## config.mk

```make
export PLATFORM = sky130hd
export DESIGN_NAME = cordic_iter_seq
export DESIGN_NICKNAME = d
export VERILOG_FILES = /design/src/rtl/cordic_seq_pkg.sv /design/src/rtl/cordic_iter_seq_timer.sv /design/src/rtl/cordic_iter_seq.sv
export SDC_FILE = /design/constraint.sdc
export NUM_CORES = 1
export LEC_CHECK = 0
export CAP_MARGIN = 40
export CORE_MARGIN = 2
export CORE_UTILIZATION = 28
export DETAILED_ROUTE_END_ITERATION = 12
export SLEW_MARGIN = 25
export SYNTH_ARGS = -nofsm -noshare
export SYNTH_HDL_FRONTEND = slang
export SYNTH_SLANG_ARGS = --single-unit
```

## constraint.sdc

```tcl
create_clock -name clk -period 4.5 [get_ports clk]
set_input_delay 1.125 -clock clk [delete_from_list [all_inputs] [get_ports clk]]
set_output_delay 1.125 -clock clk [all_outputs]
set_load 0.005 [all_outputs]
```

## src/rtl/cordic_seq_pkg.sv

```systemverilog
// rtl/cordic_seq_pkg.sv - shared types and hyperbolic repeat helpers for the CORDIC iteration sequencer
package cordic_seq_pkg;

  typedef enum logic [1:0] {
    CIRC = 2'b00,
    LIN  = 2'b01,
    HYP  = 2'b10
  } coord_sys_e;

  typedef enum logic {
    SEQ_IDLE = 1'b0,
    SEQ_RUN  = 1'b1
  } seq_state_e;

  // Enough 3k+1 terms to cover any shift field up to 27 bits without overflow.
  localparam int unsigned HYP_REP_TERMS = 16;

  function automatic logic is_hyp_repeat(input int unsigned shift, input int unsigned max_shift);
    int unsigned k;
    logic hit;
    k   = 4;
    hit = 1'b0;
    for (int i = 0; i < HYP_REP_TERMS; i++) begin
      if (k <= max_shift && k == shift) hit = 1'b1;
      k = 3 * k + 1;
    end
    return hit;
  endfunction

  function automatic int unsigned hyp_step_count(input int unsigned n_iter, input int unsigned max_shift);
    int unsigned k;
    int unsigned count;
    k     = 4;
    count = n_iter;
    for (int i = 0; i < HYP_REP_TERMS; i++) begin
      if (k <= max_shift && k <= n_iter) count = count + 1;
      k = 3 * k + 1;
    end
    return count;
  endfunction

endpackage

```

## src/rtl/cordic_iter_seq_timer.sv

```systemverilog
// rtl/cordic_iter_seq_timer.sv - per-step phase counter producing the step strobe at the end of each window
module cordic_step_timer
  import cordic_seq_pkg::*;
#(
  parameter int STEP_CYCLES = 2
) (
  input  logic clk,
  input  logic rst,
  input  logic run,
  output logic step_en,
  output logic window_end
);

  localparam int PW = (STEP_CYCLES > 1) ? $clog2(STEP_CYCLES) : 1;
  localparam logic [PW-1:0] LAST_PHASE = PW'(STEP_CYCLES - 1);

  logic [PW-1:0] phase_q;

  // Phase sits at zero whenever the sequencer is idle, so every run starts a fresh window.
  always_ff @(posedge clk) begin
    if (rst || !run) begin
      phase_q <= '0;
    end else if (phase_q == LAST_PHASE) begin
      phase_q <= '0;
    end else begin
      phase_q <= phase_q + 1'b1;
    end
  end

  assign window_end = run && (phase_q == LAST_PHASE);
  assign step_en    = window_end;

endmodule

```

## src/rtl/cordic_iter_seq.sv

```systemverilog
// rtl/cordic_iter_seq.sv - CORDIC iteration sequencer: shift schedule, step strobe and start/busy/done/abort handshake
module cordic_iter_seq
  import cordic_seq_pkg::*;
#(
  parameter int ITER_W      = 6,
  parameter int STEP_CYCLES = 2
) (
  input  logic              clk,
  input  logic              rst,
  input  logic              start,
  input  logic              abort,
  input  logic [1:0]        coord_sys,
  input  logic [ITER_W-1:0] n_iter,
  output logic              busy,
  output logic              step_en,
  output logic [ITER_W-1:0] shift,
  output logic [ITER_W+1:0] iter_idx,
  output logic              repeat_flag,
  output logic              last,
  output logic              done
);

  localparam int CW = ITER_W + 2;
  localparam int unsigned MAX_SHIFT = (1 << ITER_W) - 1;

  seq_state_e        state_q, state_d;
  coord_sys_e        mode_q, mode_d;
  logic [CW-1:0]     total_q, total_d;
  logic [ITER_W-1:0] shift_q, shift_d;
  logic [CW-1:0]     iter_q, iter_d;
  logic              rf_q, rf_d;
  logic              done_q, done_d;

  logic window_end;
  logic final_step;
  logic rep_hit;

  cordic_step_timer #(
    .STEP_CYCLES(STEP_CYCLES)
  ) u_timer (
    .clk       (clk),
    .rst       (rst),
    .run       (busy),
    .step_en   (step_en),
    .window_end(window_end)
  );

  // The total step count is fixed at start, so "last" is just a compare against it.
  assign final_step = (iter_q == total_q - CW'(1));
  assign rep_hit    = is_hyp_repeat(32'(shift_q), MAX_SHIFT);

  always_comb begin
    state_d = state_q;
    mode_d  = mode_q;
    total_d = total_q;
    shift_d = shift_q;
    iter_d  = iter_q;
    rf_d    = rf_q;
    done_d  = 1'b0;
    case (state_q)
      SEQ_IDLE: begin
        if (start) begin
          if (n_iter != '0) begin
            state_d = SEQ_RUN;
            mode_d  = coord_sys[1] ? HYP : coord_sys_e'(coord_sys);
            total_d = coord_sys[1] ? CW'(hyp_step_count(32'(n_iter), MAX_SHIFT)) : CW'(n_iter);
            shift_d = coord_sys[1] ? ITER_W'(1) : '0;
            iter_d  = '0;
            rf_d    = 1'b0;
          end else begin
            done_d = 1'b1;
          end
        end
      end
      SEQ_RUN: begin
        if (abort) begin
          state_d = SEQ_IDLE;
          rf_d    = 1'b0;
        end else if (window_end) begin
          iter_d = iter_q + CW'(1);
          if (final_step) begin
            state_d = SEQ_IDLE;
            done_d  = 1'b1;
            rf_d    = 1'b0;
          end else if (mode_q == HYP && rep_hit && !rf_q) begin
            rf_d = 1'b1;
          end else begin
            shift_d = shift_q + ITER_W'(1);
            rf_d    = 1'b0;
          end
        end
      end
      default: state_d = SEQ_IDLE;
    endcase
  end

  always_ff @(posedge clk) begin
    if (rst) begin
      state_q <= SEQ_IDLE;
      mode_q  <= CIRC;
      total_q <= '0;
      shift_q <= '0;
      iter_q  <= '0;
      rf_q    <= 1'b0;
      done_q  <= 1'b0;
    end else begin
      state_q <= state_d;
      mode_q  <= mode_d;
      total_q <= total_d;
      shift_q <= shift_d;
      iter_q  <= iter_d;
      rf_q    <= rf_d;
      done_q  <= done_d;
    end
  end

  assign busy        = (state_q == SEQ_RUN);
  assign shift       = shift_q;
  assign iter_idx    = iter_q;
  assign repeat_flag = rf_q;
  assign last        = busy && final_step;
  assign done        = done_q;

endmodule

```

==> impl_metrics.csv, run 1 <==
group,metric,value,unit
run_status,outcome,"complete, no violations",
flow_run,drv_cap,0,
timing,finalSetupViolCount,0,
synth,synth.top_cell.area_share,25.3,%
worst_setup_path,startpoint,"n_iter[0]",
global_routing,grtUsageTotal,12.9,%
routing,postRouteAntennaNets,0,
layout,fin_cells,408,
worst_setup_path,cpPeakStageDelay,470,ps
worst_setup_path,path_delay_family,"compound AO/OA/AOI/OAI gates",
pwr,total_leakage_power,0.955,nW
timing,worst_slew_pin_slew,726,ps
clock_network,numClockSinks,28,
synth,synthTopCellsByCount,"dfxtp_1 (28), nor2_1 (24), nand2_1 (23)",
pwr,pwr-share-seq,42.1,%
place,globalplace.congestion,0.885,
timing,skew,13.1,ps
synth,synth_adder_area_share,5.65,%
place,dp.final_hpwl,4120,µm
synth,async_flop_share,0,%
floorplan,rows,32,
hold_path,min_to,"mode_q[1]$_SDFFE_PP0P_",
layout,synthToLayoutAreaGrowth,23.5,%
routing,first_pass_iters,4,
synth,synthCells,275,
timing,hold_viol,0,
synth,yosysMostFrequentCell,"dfxtp_1",
clock_network,clock_path_buffers,2,
layout,insertedDiodeCount,0,
hold_path,hold_path_class,"flop to flop",
worst_setup_path,path_cells,"clkdlybuf4s50_1 -> inv_1 -> ha_1 -> nand2b_1 -> a21oi_4 -> mux2_2 -> ha_1 -> mux2_2 -> ha_1 -> nor4b_1 -> and4_4 -> o311a_1 -> o21a_1 -> a211o_1",
worst_setup_path,critPathLaunchType,"primary input",
clock_network,root_buffer,"clkbuf_8",
timing,rsz0062_at_grt,"false",
worst_setup_path,critPathBufInv,2,
layout,nNetsFinal,329,
pwr,internal_power,0.000453,W
layout,layout-drive-gt1-share,9.80,%
clock_network,htreeDepth,1,
worst_setup_path,required,4670,ps
place,place_inst,404,
synth,synth.avg_cell_area,8.05,µm²
floorplan,die_h,92.9,µm
worst_setup_path,r2r_start,"total_q[0]$_SDFFE_PP0P_",
worst_setup_path,slowest_stage,"clkdlybuf4s50_1",
timing,relSlewSlack,51.4,%
synth,ys.flop_type,"dfxtp_1",
worst_setup_path,worstSetupPathType,"primary input to flop",
worst_setup_path,r2r-end,"shift[3]$_SDFFE_PP0P_",
timing,max_freq,232,MHz
global_routing,gr-total-overflow,0,
place,io_buffers,30,
routing,wl_per_cell,13.1,µm
worst_setup_path,ff2ff_path_depth,9,
clock_network,cts_made_buffers,3,
clock_network,clk_latency,280,ps
routing,routed_via_density,5.06,
pwr,power_frac_comb,26.1,%
floorplan,die_w,92.9,µm
clock_network,postCtsSetupRepairBufs,0,
routing,routed_wl,5350,µm
synth,yosys.area_share.simple,28.9,%
synth,synth_compound_area_share,20.3,%
pwr,p_sw,0.000185,W
global_routing,grt_pass1_wl,9320,µm
synth,synth-seq-cells,28,
synth,ys_seq_area_share,25.3,%
global_routing,grt_max_degree,21,
pwr,p_per_area,233,mW/mm²
worst_setup_path,r2r_slack,1950,ps
clock_network,clk_pin_slew,90,ps
routing,drc_errors,0,
synth,synthMuxAreaShare,2.37,%
synth,synthDistinctLibCells,58,
synth,synth_top_family_by_area,"simple AND/OR/NAND/NOR gates",
timing,period_share,95.6,%
clock_network,tritoncts,"built",
pwr,clockPowerShare,31.9,%
floorplan,core_region_area,0.00769,mm²
worst_setup_path,end_kind,"flop",
floorplan,pin_count,31,
worst_setup_path,arrival,4480,ps
synth,synth-xor-area-share,12.3,%
floorplan,start_util,28.8,%
synth,synth_area_leader_cell,"dfxtp_1",
synth,synthTopCellsByArea,"dfxtp_1 (25%), xnor2_1 (8.3%), ha_1 (5.6%)",
routing,drt_iter0_drc,64,
hold_path,whs_path_depth,2,
pwr,switching_share,29.0,%
global_routing,antenna_found_initial,0,
worst_setup_path,cp_common_cell,"ha_1",
global_routing,grt_pass1_vias,1997,
routing,vias,2066,
hold_path,hold_path.startpoint,"mode_q[1]$_SDFFE_PP0P_",
synth,syn_nets,297,
pwr,vdd_drop_max,0.000114,V
floorplan,die-area,0.00864,mm²
synth,synth_area,0.00221,mm²
worst_setup_path,path_max_fanout,4,
timing,min_period,4300,ps
timing,slew_violations,0,
clock_network,cts_hold_buf,0,
synth,synth_edf_count,0,
layout,final_util,35.6,%
synth,ys_warn_count,0,
clock_network,cts.repair.resized,0,
-- worst reg2reg max path: stages, from the launching register on --
cell and delay (ps):
dfxtp_1 420, inv_1 90, ha_1 280, and2_1 200, a211oi_1 210, o21ai_0 130, and4_1 300, a2111oi_0 580
xnor2_1 170, nor2_1 50
-- worst max path at each step --
stage	endpoint	slack [ps]	cells after the start
floorplan	total_q[4]$_SDFFE_PP0P_	200	14
global placement	total_q[4]$_SDFFE_PP0P_	-60	14
detailed placement	total_q[4]$_SDFFE_PP0P_	-110	14
CTS	total_q[4]$_SDFFE_PP0P_	190	14
global route	total_q[4]$_SDFFE_PP0P_	50	14
finish	total_q[4]$_SDFFE_PP0P_	200	14
-- through the flow --
| step | cell area, µm² | hold slack, ps | total power [W] | TNS, ps | worst slack [ps] |
|---|---|---|---|---|---|
| CTS | 2740 | 458 | 0.000644 | 0 | 193 |
| finish | 2740 | 455 | 0.000638 | 0 | 198 |
| global placement | 2660 | 436 | 0.000438 | -58.6 | -58.6 |
| floorplan | 2210 | 416 | 0.000392 | 0 | 200 |
| global route | 2740 | 493 | 0.000676 | 0 | 46.9 |
| detailed placement | 2660 | 443 | 0.000440 | -109 | -109 |
-- cells by family (layout without fill, tap and decap cells) --
family	count (synthesis)	count (layout)
compound gates	62	62
mux	5	5
xor+xnor	31	31
fa+ha+maj	10	10
simple gates	113	113
flops	28	28
buf+inv	26	57
-- layer usage --
| metal | part of all wire [%] | up-vias | global-route usage [%] |
|---|---|---|---|
| met2 | 48 | 29 | 22.3 |
| li1 | - | 1056 | - |
| met1 | 49 | 977 | 17.0 |
| met3 | 2.6 | 4 | 2.12 |
| met4 | 0.88 | 0 | 2.33 |
| met5 | 0 | - | 0 |
-- area by class of cell --
class,instances,area (µm²)
Fill cell,805,4950
Tap cell,102,128
Inverter,10,37.5
Timing Repair Buffer,43,398
Clock inverter,1,30.0
Clock buffer,3,41.3
Sequential cell,28,561
Multi-Input combinational cell,221,1540
-- state kept, by name, indices dropped and copies added, names as in the netlist --
name / flops
done: 1
busy: 1
total_q: 8
shift: 6
mode_q: 2
u_timer.phase_q: 1
repeat_flag: 1
iter_idx: 8
-- power groups by stage --
stage          clock (W)  sequential (W)  combinational [W]
6_report        0.000203        0.000268           0.000166
5_1_grt         0.000219        0.000270           0.000186
4_1_cts         0.000210        0.000268           0.000167
3_5_place_dp           0        0.000274           0.000166
3_3_place_gp           0        0.000274           0.000165
2_1_floorplan          0        0.000269           0.000123
-- cells in the final DEF (no fill, tap or decap), types with 5 or more instances in the layout --
cell | synthesis | final
a211oi_1 | 6 | 6
a21oi_1 | 14 | 14
buf_4 | 0 | 13
clkdlybuf4s50_1 | 0 | 30
dfxtp_1 | 28 | 28
ha_1 | 10 | 10
inv_1 | 10 | 10
nand2_1 | 23 | 23
nand2b_1 | 5 | 5
nand3_1 | 5 | 5
nand4_1 | 5 | 5
nor2_1 | 24 | 24
nor3_1 | 6 | 6
nor3b_1 | 6 | 6
o21ai_0 | 11 | 11
or3_1 | 5 | 5
xnor2_1 | 21 | 21
xor2_1 | 10 | 10
Note: power is estimated with default switching activity, not from simulation.
==> run 2: changes to the inputs <==
--- a/config.mk
+++ b/config.mk
@@ -6,7 +6,6 @@
 export NUM_CORES = 1
 export LEC_CHECK = 0
 export CAP_MARGIN = 40
-export CORE_MARGIN = 2
 export CORE_UTILIZATION = 28
 export DETAILED_ROUTE_END_ITERATION = 12
 export SLEW_MARGIN = 25
==> run 2 against run 1 <==
First-iteration DRC count rose by 59%. Register-to-register slack hardly changed. Via count is 2.1% lower. Largest cell class unchanged.
==> impl_metrics.csv, run 2 (synthesis results as in run 1) <==
group,metric,value,unit
worst_setup_path,path_cells,"clkdlybuf4s50_1 -> inv_1 -> buf_4 -> ha_1 -> nand2b_4 -> a21oi_4 -> mux2_2 -> ha_1 -> mux2_2 -> ha_1 -> nor4b_1 -> and4_4 -> o311a_1 -> o21a_1 -> a211o_1",
global_routing,grt_pass1_wl,9190,µm
layout,fillers,802,
timing,relSlewSlack,53.0,%
worst_setup_path,cp_common_cell,"ha_1",
floorplan,die_w,90.9,µm
clock_network,tritoncts,"built",
layout,fin_cells,409,
routing,routed_wl,5250,µm
place,pre_cts_ws,-115,ps
global_routing,grt_max_degree,21,
timing,max_freq,234,MHz
worst_setup_path,required,4670,ps
worst_setup_path,end_kind,"flop",
layout,final_common_cell,"clkdlybuf4s50_1",
clock_network,numClockSinks,28,
routing,postRouteAntennaNets,0,
flow_run,drv_cap,0,
floorplan,rows,32,
clock_network,htreeDepth,1,
routing,first_pass_iters,4,
routing,drc_errors,0,
timing,skew,11.2,ps
clock_network,cts_hold_buf,0,
worst_setup_path,worstSetupPathType,"primary input to flop",
clock_network,postCtsSetupRepairBufs,0,
pwr,vdd_drop_max,0.000107,V
pwr,total_leakage_power,0.964,nW
worst_setup_path,ff2ff_path_depth,9,
floorplan,die_h,90.9,µm
clock_network,root_buffer,"clkbuf_8",
worst_setup_path,cpPeakStageDelay,420,ps
hold_path,whs_path_depth,2,
place,place_area,0.00267,mm²
place,globalplace.congestion,0.903,
layout,layout_common_cells,"clkdlybuf4s50_1 (30), dfxtp_1 (28), nor2_1 (24)",
floorplan,start_util,28.8,%
global_routing,antenna_found_initial,0,
place,io_buffers,30,
routing,routed_via_density,4.95,
worst_setup_path,slowest_stage,"clkdlybuf4s50_1",
timing,fin_hold_ws,446,ps
clock_network,clk_pin_slew,90,ps
layout,synthToLayoutAreaGrowth,24.5,%
routing,drt_iter0_drc,102,
timing,hold_viol,0,
layout,nNetsFinal,330,
clock_network,cts.repair.resized,0,
clock_network,cts_made_buffers,3,
floorplan,pin_count,31,
timing,finalSetupViolCount,0,
clock_network,clock_path_buffers,2,
place,place_inst,405,
timing,slew_violations,0,
worst_setup_path,arrival,4440,ps
global_routing,gr-total-overflow,0,
layout,seq_area,561,µm²
timing,period_share,94.9,%
clock_network,clk_latency,280,ps
timing,rsz0062_at_grt,"false",
worst_setup_path,path_max_fanout,4,
hold_path,hold_path_class,"flop to flop",
timing,setup_ws,227,ps
place,dp.final_hpwl,4040,µm
layout,multi_input_comb_area,0.00155,mm²
layout,layout-drive-gt1-share,10.7,%
run_status,outcome,"complete, no violations",
routing,wl_per_cell,12.8,µm
global_routing,grtUsageTotal,13.4,%
floorplan,core_region_area,0.00769,mm²
timing,min_period,4270,ps
routing,vias,2023,
layout,finish.instance_area,0.00276,mm²
floorplan,die-area,0.00827,mm²
timing,worst_slew_pin_slew,704,ps
pwr,p_per_area,231,mW/mm²
global_routing,grt_pass1_vias,1911,
layout,insertedDiodeCount,0,
worst_setup_path,critPathLaunchType,"primary input",
run 2: cell types whose count changed in the layout (fill, tap and decap cells not counted), sizes merged:
cell	delta
buf	+1
run 2: power by group:
part	total [W]	internal, W	switching [W]
Clock	0.000200	0.000119	0.0000810
Sequential	0.000269	0.000256	0.0000130
Combinational	0.000168	0.0000795	0.0000885
run 2: layout make-up:
type | count | area share, %
Tap cell | 102 | 4.63
Sequential cell | 28 | 20.3
Timing Repair Buffer | 44 | 14.7
Clock buffer | 3 | 1.50
Inverter | 10 | 1.36
Multi-Input combinational cell | 221 | 56.4
Clock inverter | 1 | 1.09
run 2: path summary, 6_finish.rpt:
| check | from | endpoint | slack [ps] |
|---|---|---|---|
| worst min register to register | mode_q[1]$_SDFFE_PP0P_ | mode_q[1]$_SDFFE_PP0P_ | 450 |
| worst max register to register | total_q[0]$_SDFFE_PP0P_ | shift[5]$_SDFFE_PP0P_ | 1960 |
| worst min-delay path | mode_q[1]$_SDFFE_PP0P_ | mode_q[1]$_SDFFE_PP0P_ | 450 |
| worst max-delay path | n_iter[0] | total_q[4]$_SDFFE_PP0P_ | 230 |
run 2: critical path, delay by kind of cell:
kind / cells / cell delay, ps
simple gates: 3 / 430
mux: 2 / 650
buf+inv: 3 / 630
fa+ha+maj: 3 / 700
compound gates: 4 / 900
run 2: per-layer routing:
metal  up-vias  GRT usage (%)  part of all wire, %
met2        19           23.7                   47
met1       946           17.2                   50
met4         0           2.91                  1.4
li1       1052              -                    -
met3         6           1.93                  2.1
met5         -              0                    0
run 2: stage by stage:
step	setup TNS (ps)	power (W)	util (%)
2_1_floorplan	0	0.000392	-
3_3_place_gp	-58.3	0.000440	34.7
3_5_place_dp	-115	0.000441	34.7
4_1_cts	0	0.000643	35.7
5_1_grt	0	0.000674	35.9
6_report	0	0.000637	35.9
==> edit 1, RTL diff (config.mk and constraints of run 1) <==
The parameter `ITER_W` goes from 6 to 5.
--- a/src/rtl/cordic_iter_seq.sv
+++ b/src/rtl/cordic_iter_seq.sv
@@ -3,5 +3,5 @@
   import cordic_seq_pkg::*;
 #(
-  parameter int ITER_W      = 6,
+  parameter int ITER_W      = 5,
   parameter int STEP_CYCLES = 2
 ) (
Ports: changed (resized iter_idx, n_iter and shift); port bits go from 31 to 28. The function was not compared with the original's and may differ.
==> edit 1 against run 1 <==
  * Wire length down 29%
  * First-iteration DRC count fell by 9.4%
  * Non-clock buffer count shrank 13
  * Area after synthesis is 21% lower
  * Worst setup slack gained 0.66 ns
  * Total power down 24%
  * Sequential cell count fell by 3
  * Design area decreased by 23%
  * Largest power group unchanged
==> edit 1: results (changes against run 1) <==
layout cells sized above 1 0.0526 (-0.0454); Routed WL 3.78 mm (-29%); Synth Area in Adders 0.0573 (+0.000809); Seq/Total Area, Yosys 0.287 (+0.0334); worst r2r src busy$_SDFF_PP0_; footprint of the multi-input gates 1160 um2 (-25%); r2r worst-path depth 5 (-4); Synth Area in Compound Gates 0.198 (-0.00568); Mapped Nets 226 (-24%); synth top area cells dfxtp_1, ha_1, xnor2_1; layout inverter count without the clock tree 7 (-3); clock power share 0.273 (-0.046); DPL Wire Length 2.85 mm (-31%); non-clock buffer share of cell area 0.140 (-0.00557); Slew HR 0.570 (+0.0557); multi-input combinational area share 0.546 (-0.0171); initial drt markers 58 (-9.4%); slowest stage delay, CP 0.49 ns (+0.02 ns); status finished clean; gr usage total 0.109 (-0.0196); clock skew 0.00151 ns (-0.0116 ns); root buffer cell clkbuf_8; Buffers, non-clock 30 (-30%); Routability Congestion 0.835 (-5.6%); WHS 0.456 ns (+0.000151 ns); Vias 1518 (-27%); #MultiIn Comb 162 (-27%); first-pass GRT wire length 6.52 mm (-30%); port bufs 27 (-10%); number of global-route vias before repair 1392 (-30%); ClkCell Share 0.0213 (-0.00482); Synth Area in XOR/XNOR 0.110 (-0.0123); Seq area share 0.236 (+0.0312); M3 GR Usage 0.0129 (-0.00823); worst skew pair latency 0.26 ns (-0.02 ns); post-synthesis mux area share 0.0351 (+0.0114); Worst EP arrival 2.52 ns (-1.96 ns); Avg Inst Size Synth 8.44 um2 (+4.8%); P_sw 0.138 mW (-25%); largest net degree at the start of global routing 24 (+14%); DP Worst Slack 0.595 ns (+0.704 ns); cell count after placement 298 (-26%); Cells after Synth 207 (-25%); placed cell areas 2060 um2 (-23%); Clock buffer cells 4 (+1); worst vdd ir 0.104 mV (-8.3%); Leak 0.738 nW (-23%); Yosys reg bits 25 (-11%); Synth top cells by count dfxtp_1, nor2_1, nand2_1; Logic pwr share 0.235 (-0.026); peak fanout along the critical path 11 (+7); final net count 248 (-25%); FF-to-FF setup slack 2.43 ns (+0.48 ns); met1 Resource Use GR 0.157 (-0.0124); final cell count without fillers 303 (-26%)
## edit 1: cell types whose count changed after synthesis, moves of 5 or more
| cell | run 1 | this run |
|---|---|---|
| xnor2_1 | 21 | 11 |
| nand2_1 | 23 | 14 |
| o21ai_0 | 11 | 2 |
| nor2_1 | 24 | 18 |
| a21oi_1 | 14 | 9 |
| o21ai_1 | 0 | 5 |
## edit 1: worst max-delay path by stage
stage                     slack, ns                 endpoint
final                          0.85                     last
after floorplan                1.31  total_q[4]$_SDFFE_PP0P_
after CTS                      0.80                     last
after global routing           0.65  total_q[4]$_SDFFE_PP0P_
after detailed placement       0.59  total_q[4]$_SDFFE_PP0P_
after global placement         0.70  total_q[4]$_SDFFE_PP0P_
## edit 1: metal layers
metal	share of wire	vias up
met5	0	-
met4	0.0045	0
met3	0.023	2
met2	0.45	24
met1	0.53	708
li1	-	784
==> edit 2, RTL diff (config.mk and constraints of run 1) <==
Made on the original files. The output `done` loses its register stage (`done_q` becomes a continuous assignment).
--- a/src/rtl/cordic_iter_seq.sv
+++ b/src/rtl/cordic_iter_seq.sv
@@ -103,5 +103,4 @@
       iter_q  <= '0;
       rf_q    <= 1'b0;
-      done_q  <= 1'b0;
     end else begin
       state_q <= state_d;
@@ -111,7 +110,8 @@
       iter_q  <= iter_d;
       rf_q    <= rf_d;
-      done_q  <= done_d;
     end
   end
+
+  assign done_q = done_d;
 
   assign busy        = (state_q == SEQ_RUN);
Formal check against the unedited RTL: not equivalent (Yosys sat finds a counterexample within 4 cycles, from zero or initial values and one cycle with rst high).
==> edit 2 against run 1 <==
  * Wire length is 3.6% lower
  * Sequential power is 3% lower
  * Sequential cell count is 1 lower
  * Largest power group unchanged
  * Total power is 10% lower
  * Cell count is 2.9% lower
  * Area after synthesis is 4.3% lower
  * Design area is 5.3% lower
  * Clock skew is 0.0026 ns lower
  * Utilization hardly changed
  * Worst setup slack better by 0.19 ns
  * Critical endpoint unchanged
==> edit 2: results (changes against run 1) <==
status finished clean; layout cells sized above 1 0.0842 (-0.0139); Routability Congestion 0.918 (+3.7%); Synth Area in Compound Gates 0.169 (-0.0346); post-synthesis mux area share 0.0360 (+0.0123); Int Power 0.386 mW (-15%); Synth Area in Adders 0.0590 (+0.00253); slowest stage delay, CP 0.48 ns; Vias 2040 (-1.3%); Avg Inst Size Synth 7.97 um2 (-1.1%); clock skew 0.0106 ns (-0.00255 ns); gr usage total 0.119 (-0.00976); FF-to-FF setup slack 2.09 ns (+0.14 ns); synth top area cells dfxtp_1, xnor2_1, ha_1; Seq/Total Area, Yosys 0.255 (+0.00191); Mapped Nets 288 (-3.0%); Post-CTS Setup Inserts 0 (unchanged); Leak 0.922 nW (-3.5%); number of global-route vias before repair 1823 (-8.7%); worst vdd ir 0.126 mV (+10%); final net count 320 (-2.7%); Worst EP arrival 4.26 ns (-0.22 ns); r2r worst-path depth 9 (unchanged); placed cell areas 2540 um2 (-4.6%); clock-pin slew on the worst setup and hold paths 0.11 ns (+0.02 ns); worst r2r src total_q[0]$_SDFFE_PP0P_; asr flop ratio synth 0 (unchanged); Pwr Density 221 nW/um2 (-5.3%); Post-CTS Resized 0 (unchanged); cell count after placement 392 (-3.0%); worst skew pair latency 0.28 ns (about the same); reg2reg end shift[1]$_SDFFE_PP0P_; DPL Wire Length 4.03 mm (-2.1%); Synth Area in XOR/XNOR 0.103 (-0.0193); Least-Margin Pin Slew 0.636 ns (-0.0899 ns); via density per instance 5.15 (+1.7%); fill cell count 797 (-0.99%); initial antenna violation count 0 (unchanged); Critical Path End total_q[4]$_SDFFE_PP0P_; Routed WL 5.16 mm (-3.6%); Synth top cells by count nand2_1, dfxtp_1, nor2_1; first-pass GRT wire length 8.38 mm (-10%); initial drt markers 71 (+11%); peak fanout along the critical path 5 (+1); sequential cell area 541 um2 (-3.6%); largest net degree at the start of global routing 18 (-14%)
==> edit 2: cell types whose count changed in the layout (fill, tap and decap cells not counted), moves of 3 or more <==
cell,change
a211oi_1,-3
buf_4,-6
nand2_1,+7
nand4_1,+3
a2111oi_0,-4
xnor2_1,-5
nor3_1,-3
nand3b_1,-4
nand3_1,+7
==> edit 2: critical path: cells and delay by family <==
family                   cells  cell delay [ns]
AO/OA/AOI/OAI                3             0.45
XOR/XNOR                     1             0.11
adder cells (fa/ha/maj)      3             0.70
buffers and inverters        3             0.64
multiplexers                 1             0.29
AND/OR/NAND/NOR              5             0.93
==> edit 2: per-layer routing <==
layer | vias up | GRT usage | wire [um]
met3 | 6 | 0.0191 | 160
met1 | 972 | 0.159 | 2590
met4 | 0 | 0.0253 | 54
met2 | 41 | 0.202 | 2350
li1 | 1021 | - | -
met5 | - | 0 | 0
==> edit 2: power groups by stage <==
stage | logic [mW] | clock network, mW | registers [mW]
global route | 0.180 | 0.164 | 0.262
detailed placement | 0.162 | 0 | 0.265
finish | 0.163 | 0.150 | 0.260
CTS | 0.162 | 0.155 | 0.260
global placement | 0.159 | 0 | 0.265
floorplan | 0.119 | 0 | 0.261
==> edit 2: how the worst min path moves through the flow <==
stage,to,startpoint
final,mode_q[1]$_SDFFE_PP0P_,mode_q[1]$_SDFFE_PP0P_
after global routing,mode_q[1]$_SDFFE_PP0P_,mode_q[1]$_SDFFE_PP0P_
after CTS,mode_q[1]$_SDFFE_PP0P_,mode_q[1]$_SDFFE_PP0P_
after detailed placement,mode_q[1]$_SDFFE_PP0P_,mode_q[1]$_SDFFE_PP0P_
after global placement,mode_q[1]$_SDFFE_PP0P_,mode_q[1]$_SDFFE_PP0P_
after floorplan,mode_q[1]$_SDFFE_PP0P_,mode_q[1]$_SDFFE_PP0P_
==> edit 2: cells by family (layout without fill, tap and decap cells) <==
logic type               after synthesis  after routing
flip-flops                            27             27
AO/OA/AOI/OAI                         51             51
multiplexers                           7              7
buffers and inverters                 21             52
XOR/XNOR                              25             25
AND/OR/NAND/NOR                      125            125
adder cells (fa/ha/maj)               10             10
==> edit 2: layout make-up <==
| cell class | count | area share |
|---|---|---|
| clock buffer | 3 | 0.0159 |
| multi-input combinational | 218 | 0.572 |
| tap | 99 | 0.0478 |
| timing repair buffer | 37 | 0.136 |
| clock inverter | 1 | 0.00338 |
| inverter | 11 | 0.0159 |
| sequential | 27 | 0.209 |
==> edit 2: stage by stage <==
step,hold WS (ns),setup WS (ns)
2_1_floorplan,0.432,0.735
3_3_place_gp,0.437,0.209
3_5_place_dp,0.450,0.100
4_1_cts,0.466,0.372
5_1_grt,0.483,0.210
6_report,0.468,0.388
